===== src/rtl/noc_pkg.sv =====
// rtl/noc_pkg.sv - shared flit format, port codes, FSM states and XY route helper
package noc_pkg;

  localparam int FLIT_W    = 32;
  localparam int COORD_W   = 4;
  localparam int PORT_N    = 5;
  localparam int PORT_W    = 3;
  localparam int TYPE_LSB  = FLIT_W - 2;
  localparam int DST_X_LSB = 0;
  localparam int DST_Y_LSB = COORD_W;

  typedef enum logic [1:0] {
    HEAD     = 2'd0,
    BODY     = 2'd1,
    TAIL     = 2'd2,
    HEADTAIL = 2'd3
  } flit_type_e;

  localparam logic [PORT_W-1:0] LOCAL = 3'd0;
  localparam logic [PORT_W-1:0] EAST  = 3'd1;
  localparam logic [PORT_W-1:0] WEST  = 3'd2;
  localparam logic [PORT_W-1:0] NORTH = 3'd3;
  localparam logic [PORT_W-1:0] SOUTH = 3'd4;

  typedef enum logic {
    IDLE   = 1'b0,
    ACTIVE = 1'b1
  } state_e;

  function automatic flit_type_e flit_type(input logic [FLIT_W-1:0] f);
    return flit_type_e'(f[TYPE_LSB +: 2]);
  endfunction

  // X is resolved before Y so packets never turn back into the X dimension.
  function automatic logic [PORT_W-1:0] xy_route(
    input logic [COORD_W-1:0] dst_x,
    input logic [COORD_W-1:0] dst_y,
    input logic [COORD_W-1:0] my_x,
    input logic [COORD_W-1:0] my_y
  );
    if (dst_x > my_x)      return EAST;
    else if (dst_x < my_x) return WEST;
    else if (dst_y > my_y) return NORTH;
    else if (dst_y < my_y) return SOUTH;
    else                   return LOCAL;
  endfunction

endpackage


===== src/rtl/flit_fifo.sv =====
// rtl/flit_fifo.sv - flit buffer with wrapping pointers and an occupancy count
module flit_fifo #(
  parameter int DEPTH  = 4,
  parameter int FLIT_W = 32
) (
  input  logic              clk,
  input  logic              rst_n,
  input  logic              push_i,
  input  logic [FLIT_W-1:0] data_i,
  input  logic              pop_i,
  output logic              full_o,
  output logic              empty_o,
  output logic [FLIT_W-1:0] head_o
);

  localparam int AW = $clog2(DEPTH);

  logic [FLIT_W-1:0] mem_q [DEPTH];
  logic [AW-1:0]     wr_q, rd_q;
  logic [AW:0]       cnt_q, cnt_d;
  logic              do_push, do_pop;

  assign full_o  = (cnt_q == (AW+1)'(DEPTH));
  assign empty_o = (cnt_q == '0);
  assign head_o  = mem_q[rd_q];
  assign do_push = push_i & ~full_o;
  assign do_pop  = pop_i & ~empty_o;

  always_comb begin
    cnt_d = cnt_q;
    case ({do_push, do_pop})
      2'b10:   cnt_d = cnt_q + 1'b1;
      2'b01:   cnt_d = cnt_q - 1'b1;
      default: cnt_d = cnt_q;
    endcase
  end

  // Storage is cleared on reset so flit_o reads zero until the first push.
  always_ff @(posedge clk or negedge rst_n) begin
    if (!rst_n) begin
      for (int i = 0; i < DEPTH; i++) mem_q[i] <= '0;
      wr_q  <= '0;
      rd_q  <= '0;
      cnt_q <= '0;
    end else begin
      if (do_push) begin
        mem_q[wr_q] <= data_i;
        wr_q        <= wr_q + 1'b1;
      end
      if (do_pop) rd_q <= rd_q + 1'b1;
      cnt_q <= cnt_d;
    end
  end

endmodule


===== src/rtl/noc_inport.sv =====
// rtl/noc_inport.sv - router input port: flit buffer, XY route and wormhole request hold
module noc_inport
  import noc_pkg::*;
#(
  parameter int MY_X  = 0,
  parameter int MY_Y  = 0,
  parameter int DEPTH = 4
) (
  input  logic              clk,
  input  logic              rst_n,
  input  logic [FLIT_W-1:0] flit_i,
  input  logic              valid_i,
  output logic              ready_o,
  output logic              req_o,
  output logic [PORT_W-1:0] port_o,
  input  logic              grt_i,
  output logic [FLIT_W-1:0] flit_o,
  output logic              valid_o,
  input  logic              ready_i,
  output logic              err_o
);

  localparam logic [COORD_W-1:0] MY_X_C = COORD_W'(MY_X);
  localparam logic [COORD_W-1:0] MY_Y_C = COORD_W'(MY_Y);

  state_e            state_q, state_d;
  logic [PORT_W-1:0] port_q, port_d;
  logic              full, empty, push, pop;
  logic [FLIT_W-1:0] head;
  flit_type_e        head_type;

  assign ready_o   = ~full;
  assign push      = valid_i & ready_o;
  assign head_type = flit_type(head);
  assign flit_o    = head;
  assign req_o     = (state_q == ACTIVE);
  assign port_o    = port_q;

  flit_fifo #(
    .DEPTH  (DEPTH),
    .FLIT_W (FLIT_W)
  ) u_fifo (
    .clk     (clk),
    .rst_n   (rst_n),
    .push_i  (push),
    .data_i  (flit_i),
    .pop_i   (pop),
    .full_o  (full),
    .empty_o (empty),
    .head_o  (head)
  );

  always_comb begin
    state_d = state_q;
    port_d  = port_q;
    pop     = 1'b0;
    err_o   = 1'b0;
    valid_o = 1'b0;
    case (state_q)
      IDLE: begin
        if (!empty) begin
          if (head_type == HEAD || head_type == HEADTAIL) begin
            port_d  = xy_route(head[DST_X_LSB +: COORD_W], head[DST_Y_LSB +: COORD_W],
                               MY_X_C, MY_Y_C);
            state_d = ACTIVE;
          end else begin
            // Orphan body/tail with no open packet: discard it so the port cannot wedge.
            pop   = 1'b1;
            err_o = 1'b1;
          end
        end
      end
      ACTIVE: begin
        valid_o = ~empty;
        if (valid_o && grt_i && ready_i) begin
          pop = 1'b1;
          if (head_type == TAIL || head_type == HEADTAIL) state_d = IDLE;
        end
      end
      default: state_d = IDLE;
    endcase
  end

  always_ff @(posedge clk or negedge rst_n) begin
    if (!rst_n) begin
      state_q <= IDLE;
      port_q  <= LOCAL;
    end else begin
      state_q <= state_d;
      port_q  <= port_d;
    end
  end

endmodule


===== config.mk =====
export PLATFORM = sky130hd
export DESIGN_NAME = noc_inport
export DESIGN_NICKNAME = d
export VERILOG_FILES = /design/src/rtl/noc_pkg.sv /design/src/rtl/flit_fifo.sv /design/src/rtl/noc_inport.sv
export SDC_FILE = /design/constraint.sdc
export NUM_CORES = 1
export LEC_CHECK = 0
export CAP_MARGIN = 20
export CORE_MARGIN = 10
export CORE_UTILIZATION = 35
export CTS_CLUSTER_SIZE = 20
export DETAILED_ROUTE_END_ITERATION = 10
export PLACE_DENSITY_LB_ADDON = 0.15
export SYNTH_ARGS = -nofsm -noshare
export SYNTH_HDL_FRONTEND = slang
export SYNTH_HIERARCHICAL = 1
export SYNTH_SLANG_ARGS = --single-unit

===== constraint.sdc =====
create_clock -name clk -period 3.5 [get_ports clk]
set_clock_uncertainty 0.2 [all_clocks]
set_input_delay 0.7 -clock clk [delete_from_list [all_inputs] [get_ports clk]]
set_output_delay 0.7 -clock clk [all_outputs]
set_load 0.01 [all_outputs]

* Word-level counts from Yosys, hierarchy flattened
Index checks and enable logic that the tools add are counted.
Storage, ports and cells: logic and storage cells 64, bits of input ports 37, flip-flop bits (word level) 139, output and inout bits 39
Cells by class: magnitude comparators 7, reduce and logical (&&, ||, !) cells 9, muxes and demuxes 22, bitwise logic cells 8, equality and inequality tests 5, add/subtract/negate cells 4
Operators by type and width (count):
- bitwise mux 128 bit | 1
- 2-to-1 mux 32 bit | 3
- binary-select mux 32 bit (select 2 bit) | 1
- demux 32 bit (select 2 bit) | 1
- 2-to-1 mux 3 bit | 4
- 2-to-1 mux 1 bit | 9
- > comparator 4 x 1 -> 1 bit (second input constant) | 2
- < comparator 4 x 1 -> 1 bit (second input constant) | 2
- == test 2 bit (second input constant) | 3
- >= comparator 3 bit (second input constant) | 2
- inverter 2 -> 3 bit | 2
- case mux 3 bit (2 select lines) | 1
- adder 2 x 1 -> 2 bit (second input constant) | 2
- case mux 1 bit (2 select lines) | 2
- adder 3 x 1 -> 3 bit (second input constant) | 1
- AND 1 bit | 3
- == test 3 bit (second input constant) | 1
- logical AND 1 bit | 3
- zero test 3 bit | 1
- < comparator 3 x 1 -> 1 bit (second input constant) | 1
- inverter 1 bit | 3
- AND reduction 3 bit | 1
- subtractor 3 x 1 -> 3 bit (second input constant) | 1
- == test 2 x 1 -> 1 bit (second input constant) | 1
- other kinds (3) | 4

* Depth between registers and ports, before layout
word-level depth 12, mapped depth 15, gate-level depth less buffers 13

* Modules after synthesis
Netlist, hierarchy kept.
By module, submodules not included:
- flit_fifo | cells each 348, area an instance 5963.2 um2, instances 1, seq. area each 3378.2 um2
- noc_inport | cells each 26, area an instance 221.5 um2, instances 1, seq. area each 75.1 um2

* Worst setup path before layout
No wires, ideal clock.
kind reg-to-reg, start reg u_fifo.rd_q[0], end reg u_fifo.cnt_q[2], data required time 3221 ps, cell stages (with the launch flop) 15, library setup time 79 ps, arrival 3094 ps, setup slack 127 ps, buffers on the path 2, clock period less this slack 3373 ps, cell sequence dfrtp_1 buf_2 buf_2 mux4_2 ha_1 nor2_1 a31oi_1 nor2_1 o31a_1 ha_1 inv_1 fa_1 xor2_1 nor2_1 xor2_1
On the way: word-level cells in the longest chain between the ends 12, elaborated cells on any way between the ends 15, those cells by class eq/ne: 3; mux: 7; bitwise: 2; reduce/logical: 3
Ends and longest elaborated chain:
- start: declaration | line flit_fifo.sv:19 | logic [AW-1:0] wr_q, rd_q;
- start signal: assignment | line flit_fifo.sv:50 | if (do_pop) rd_q <= rd_q + 1'b1;
- inverter 2 -> 3 bit (not written as such) (*) | line flit_fifo.sv:25 | assign head_o = mem_q[rd_q];
- binary-select mux 32 bit (select 2 bit) (*) | line flit_fifo.sv:25
- 2-to-1 mux 32 bit (not written as such) (*) (2 in series) | line flit_fifo.sv:25
- net flit_o[31] | line noc_inport.sv:17 | output logic [FLIT_W-1:0] flit_o,
- == test 2 bit / zero test 2 bit (equally long branches) | line noc_inport.sv:62 | if (head_type == HEAD || head_type == HEADTAIL) begin
- logical OR 1 bit (*) | line noc_inport.sv:62
- 2-to-1 mux 1 bit (*) | line noc_inport.sv:62
- 2-to-1 mux 1 bit (*) | line noc_inport.sv:61 | if (!empty) begin
- case mux 1 bit (2 select lines) (*) | line noc_inport.sv:59 | case (state_q)
- net pop | line noc_inport.sv:28 | logic full, empty, push, pop;
- AND 1 bit (*) | line flit_fifo.sv:27 | assign do_pop = pop_i & ~empty_o;
- net u_fifo.do_pop | line flit_fifo.sv:21 | logic do_push, do_pop;
- == test 2 x 1 -> 1 bit / == test 2 bit (equally long branches) | line flit_fifo.sv:31 | case ({do_push, do_pop})
- case mux 3 bit (2 select lines) / nonzero test 2 bit (equally long branches)
- end signal: assignment | line flit_fifo.sv:51 | cnt_q <= cnt_d;
- end: declaration | line flit_fifo.sv:20 | logic [AW:0] cnt_q, cnt_d;
The timed path passes the listed nets; every way through them passes the cells marked *. The select of a mux whose other input is x is not followed. A chain may end at the register's enable or synchronous reset.

* Worst setup path after layout
start reg u_fifo.rd_q[0], end out err_o
On the way: word-level cells in the longest chain between the ends 9, elaborated cells on any way between the ends 10, those cells by class eq/ne: 1; mux: 6; bitwise: 1; reduce/logical: 2
Ends and longest elaborated chain:
- inverter 2 -> 3 bit (not written as such) (*) | line flit_fifo.sv:25
- binary-select mux 32 bit (select 2 bit) (*) | line flit_fifo.sv:25
- 2-to-1 mux 32 bit (not written as such) (*) (2 in series) | line flit_fifo.sv:25
- == test 2 bit / zero test 2 bit (equally long branches) | line noc_inport.sv:62
- logical OR 1 bit (*) | line noc_inport.sv:62
- 2-to-1 mux 1 bit (*) | line noc_inport.sv:62
- 2-to-1 mux 1 bit (*) | line noc_inport.sv:61
- 2-to-1 mux 1 bit (*) | line noc_inport.sv:59
- end: declaration | line noc_inport.sv:20 | output logic err_o
Every way passes the cells marked *; elsewhere a longest branch is shown, timed or not. The select of a mux whose other input is x is not followed.

==> qor.csv <==
metric,value,unit
via_per_inst,4.968,
diodes,0,
cp.required,2.60,ns
clk_latency,0.41,ns
fp.dieW,152.9,um
cts_setup_buffers,0,
synth_cell_types,29,
fin_setup_tns,0,ns
area_growth,25.96,%
netlist_area,6185,um^2
fmax,298.5,MHz
grt_overflow,0,
num_rows,48,
ios,76,
cts.sinks,138,
antenna_left,0,
clk_path_buf_depth,2,
ys_warn_count,6,
relSlewSlack,0.5848,
start_kind,flop,
power,8.512,mW
grt_pass1_wl,21.78,mm
end_kind,output pin,
fin_crit_sh,0.9570,
hold_violations,0,
synth_area_per_cell,16.54,um^2
power_per_cell_area,1093,nW/um^2
crit_type,reg2out,
dr.pass1.iters,4,
initial_core_util,0.3576,
avgRoutedWirePerCell,19.18,um
switching_share,0.3065,
pwr-share-seq,0.334,
tightest_slew,0.6227,ns
postCtsHoldBufs,0,
via_count,3443,
clkTransAtPathRegs,0.06,ns
post_cts_resized,0,
ys_ff_latch,138,
status,completed,
max-vdd-ir-drop,0.5020,mV
die_h,152.9,um
rsz0062_at_grt,false,
cp_max_fo,4,
switchingPower,2.609,mW
hpwl,8.524,mm
drive_gt1_frac,0.4551,
drv_slew,0,
drc,0,
drv_cap,0,
grt_pass1_vias,3848,
cts_root_buf,clkbuf_16,
min-delay-path-class,in2async,
cts_max_level,4,
antenna_found_initial,0,
cts_buffers,17,
grt_usage,0.1175,
gp_congestion,0.6763,
cts_tree,built,
drtIter0Drc,181,
worst-endpoint-arrival,2.45,ns
pwr-share-comb,0.452,
synthCells,374,
dieArea,23390,um^2
setup_viol,0,
nets,500,
grt_max_degree,75,
layout_min_cycle_time,3.350,ns
ys_seq_area_frac,0.5584,
core,17300,um^2
leakage,3.164,nW
wl,13.29,mm
p_int,5.903,mW
clockPowerShare,0.214,
syn-num-nets,419,
io_buffers,74,
synthesized netlist by cell type:
cell type  number  share of area
dfrtp_1       138           0.56
mux2_2        129           0.23
mux4_2         32           0.12
buf_6          12          0.022
nor2_1          9         0.0055
ha_1            7          0.014
inv_1           7         0.0042
nand2_1         7         0.0042
buf_2           5         0.0040
clkbuf_1        3         0.0018
xnor2_1         3         0.0042
xor2_1          3         0.0042
nor3_1          2         0.0016
nor4_1          2         0.0020
a21o_2          1         0.0014
a21oi_1         1        0.00081
a22o_1          1         0.0014
a31oi_1         1         0.0010
and2b_2         1         0.0014
buf_4           1         0.0012
conb_1          1        0.00061
fa_1            1         0.0032
mux2i_1         1         0.0016
nand2b_1        1         0.0010
nor2b_1         1         0.0010
nor3b_4         1         0.0030
o31a_1          1         0.0014
o31ai_1         1         0.0012
or3b_4          1         0.0018
cells in the final DEF (no fill, tap or decap), drive strengths merged, types with 3 or more instances in the layout:
cell,count
clkinvlp,3
clkbuf,18
mux4,32
buf,10
clkinv,6
nand2,7
mux2,129
xor2,3
xnor2,3
inv,9
nor2,9
bufinv,3
dfrtp,138
ha,7
clkdlybuf4s50,73
kinds of logic (layout without fill, tap and decap cells):
family | after synthesis | in the layout | synth area share
muxes | 162 | 162 | 0.3530
adders and majority gates | 8 | 8 | 0.01740
DFF | 138 | 138 | 0.5584
buffers and inverters | 28 | 122 | 0.03318
xor gates and xnor gates | 6 | 6 | 0.008498
other | 1 | 1 | 0.0006063
and+or+nand+nor | 25 | 25 | 0.02165
AOI/OAI and AO/OA | 6 | 6 | 0.007284
power groups by stage:
stage,Clock (mW),Combinational (mW),Sequential [mW]
detailed placement,0,3.94,2.88
global route,1.96,4.17,2.96
finish,1.83,3.84,2.84
floorplan,0,2.54,2.73
CTS,1.88,3.96,2.85
global placement,0,3.88,2.83
worst max-delay path, cell delays in order, from the launching register on:
cell,delay [ns]
dfrtp_2,0.41
mux4_2,0.55
inv_1,0.08
ha_1,0.26
nor3_1,0.17
clkdlybuf4s50_1,0.57
registers in the layout (all words and copies together), names as in the netlist:
signal and count:
req_o 1, u_fifo/cnt_q 3, u_fifo/rd_q 2, u_fifo/mem_q 128
u_fifo/wr_q 2, port_o 2
routing by layer:
layer / GRT usage / wire, um
met1: 0.1492 / 6160
met5: 0 / 0
met4: 0.04360 / 179
met2: 0.1856 / 6414
met3: 0.03479 / 535
area by class of cell:
class,count,area (um^2)
Fill cell,1553,9507
Sequential cell,138,3456
Multi-Input combinational cell,208,2556
Timing Repair Buffer,83,859.6
Clock buffer,18,439.2
Tap cell,225,281.5
Clock inverter,14,171.4
Inverter,7,26.28
worst paths after layout:
path	startpoint	endpoint	slack [ns]	cells past startpoint
worst max-delay path	u_fifo/rd_q[0]$_DFFE_PN0P_	err_o	0.15	5
worst min-delay path	rst_n	u_fifo/mem_q[23]$_DFFE_PN0P_	0.07	1
worst max register to register	u_fifo/rd_q[0]$_DFFE_PN0P_	u_fifo/cnt_q[2]$_DFFE_PN0P_	0.40	13
worst min register to register	u_fifo/mem_q[47]$_DFFE_PN0P_	u_fifo/mem_q[47]$_DFFE_PN0P_	0.30	1
max in group asynchronous	rst_n	u_fifo/rd_q[1]$_DFFE_PN0P_	2.17	2
min in group clk	u_fifo/mem_q[47]$_DFFE_PN0P_	u_fifo/mem_q[47]$_DFFE_PN0P_	0.30	1
metrics by stage:
step | hold WS [ns] | std cells | cell area, um^2 | worst slack [ns] | util
CTS | 0.08598 | 693 | 7790 | 0.1048 | 0.4504
detailed placement | 0.2896 | 661 | 7179 | 0.3748 | 0.4151
floorplan | 0.2044 | 374 | 6185 | 0.1270 | -
finish | 0.07115 | 693 | 7790 | 0.1504 | 0.4504
global route | 0.1062 | 693 | 7790 | 0.02136 | 0.4504
global placement | 0.2771 | 661 | 7179 | 0.4898 | 0.4151
Note: power is estimated with default switching activity, not from simulation.
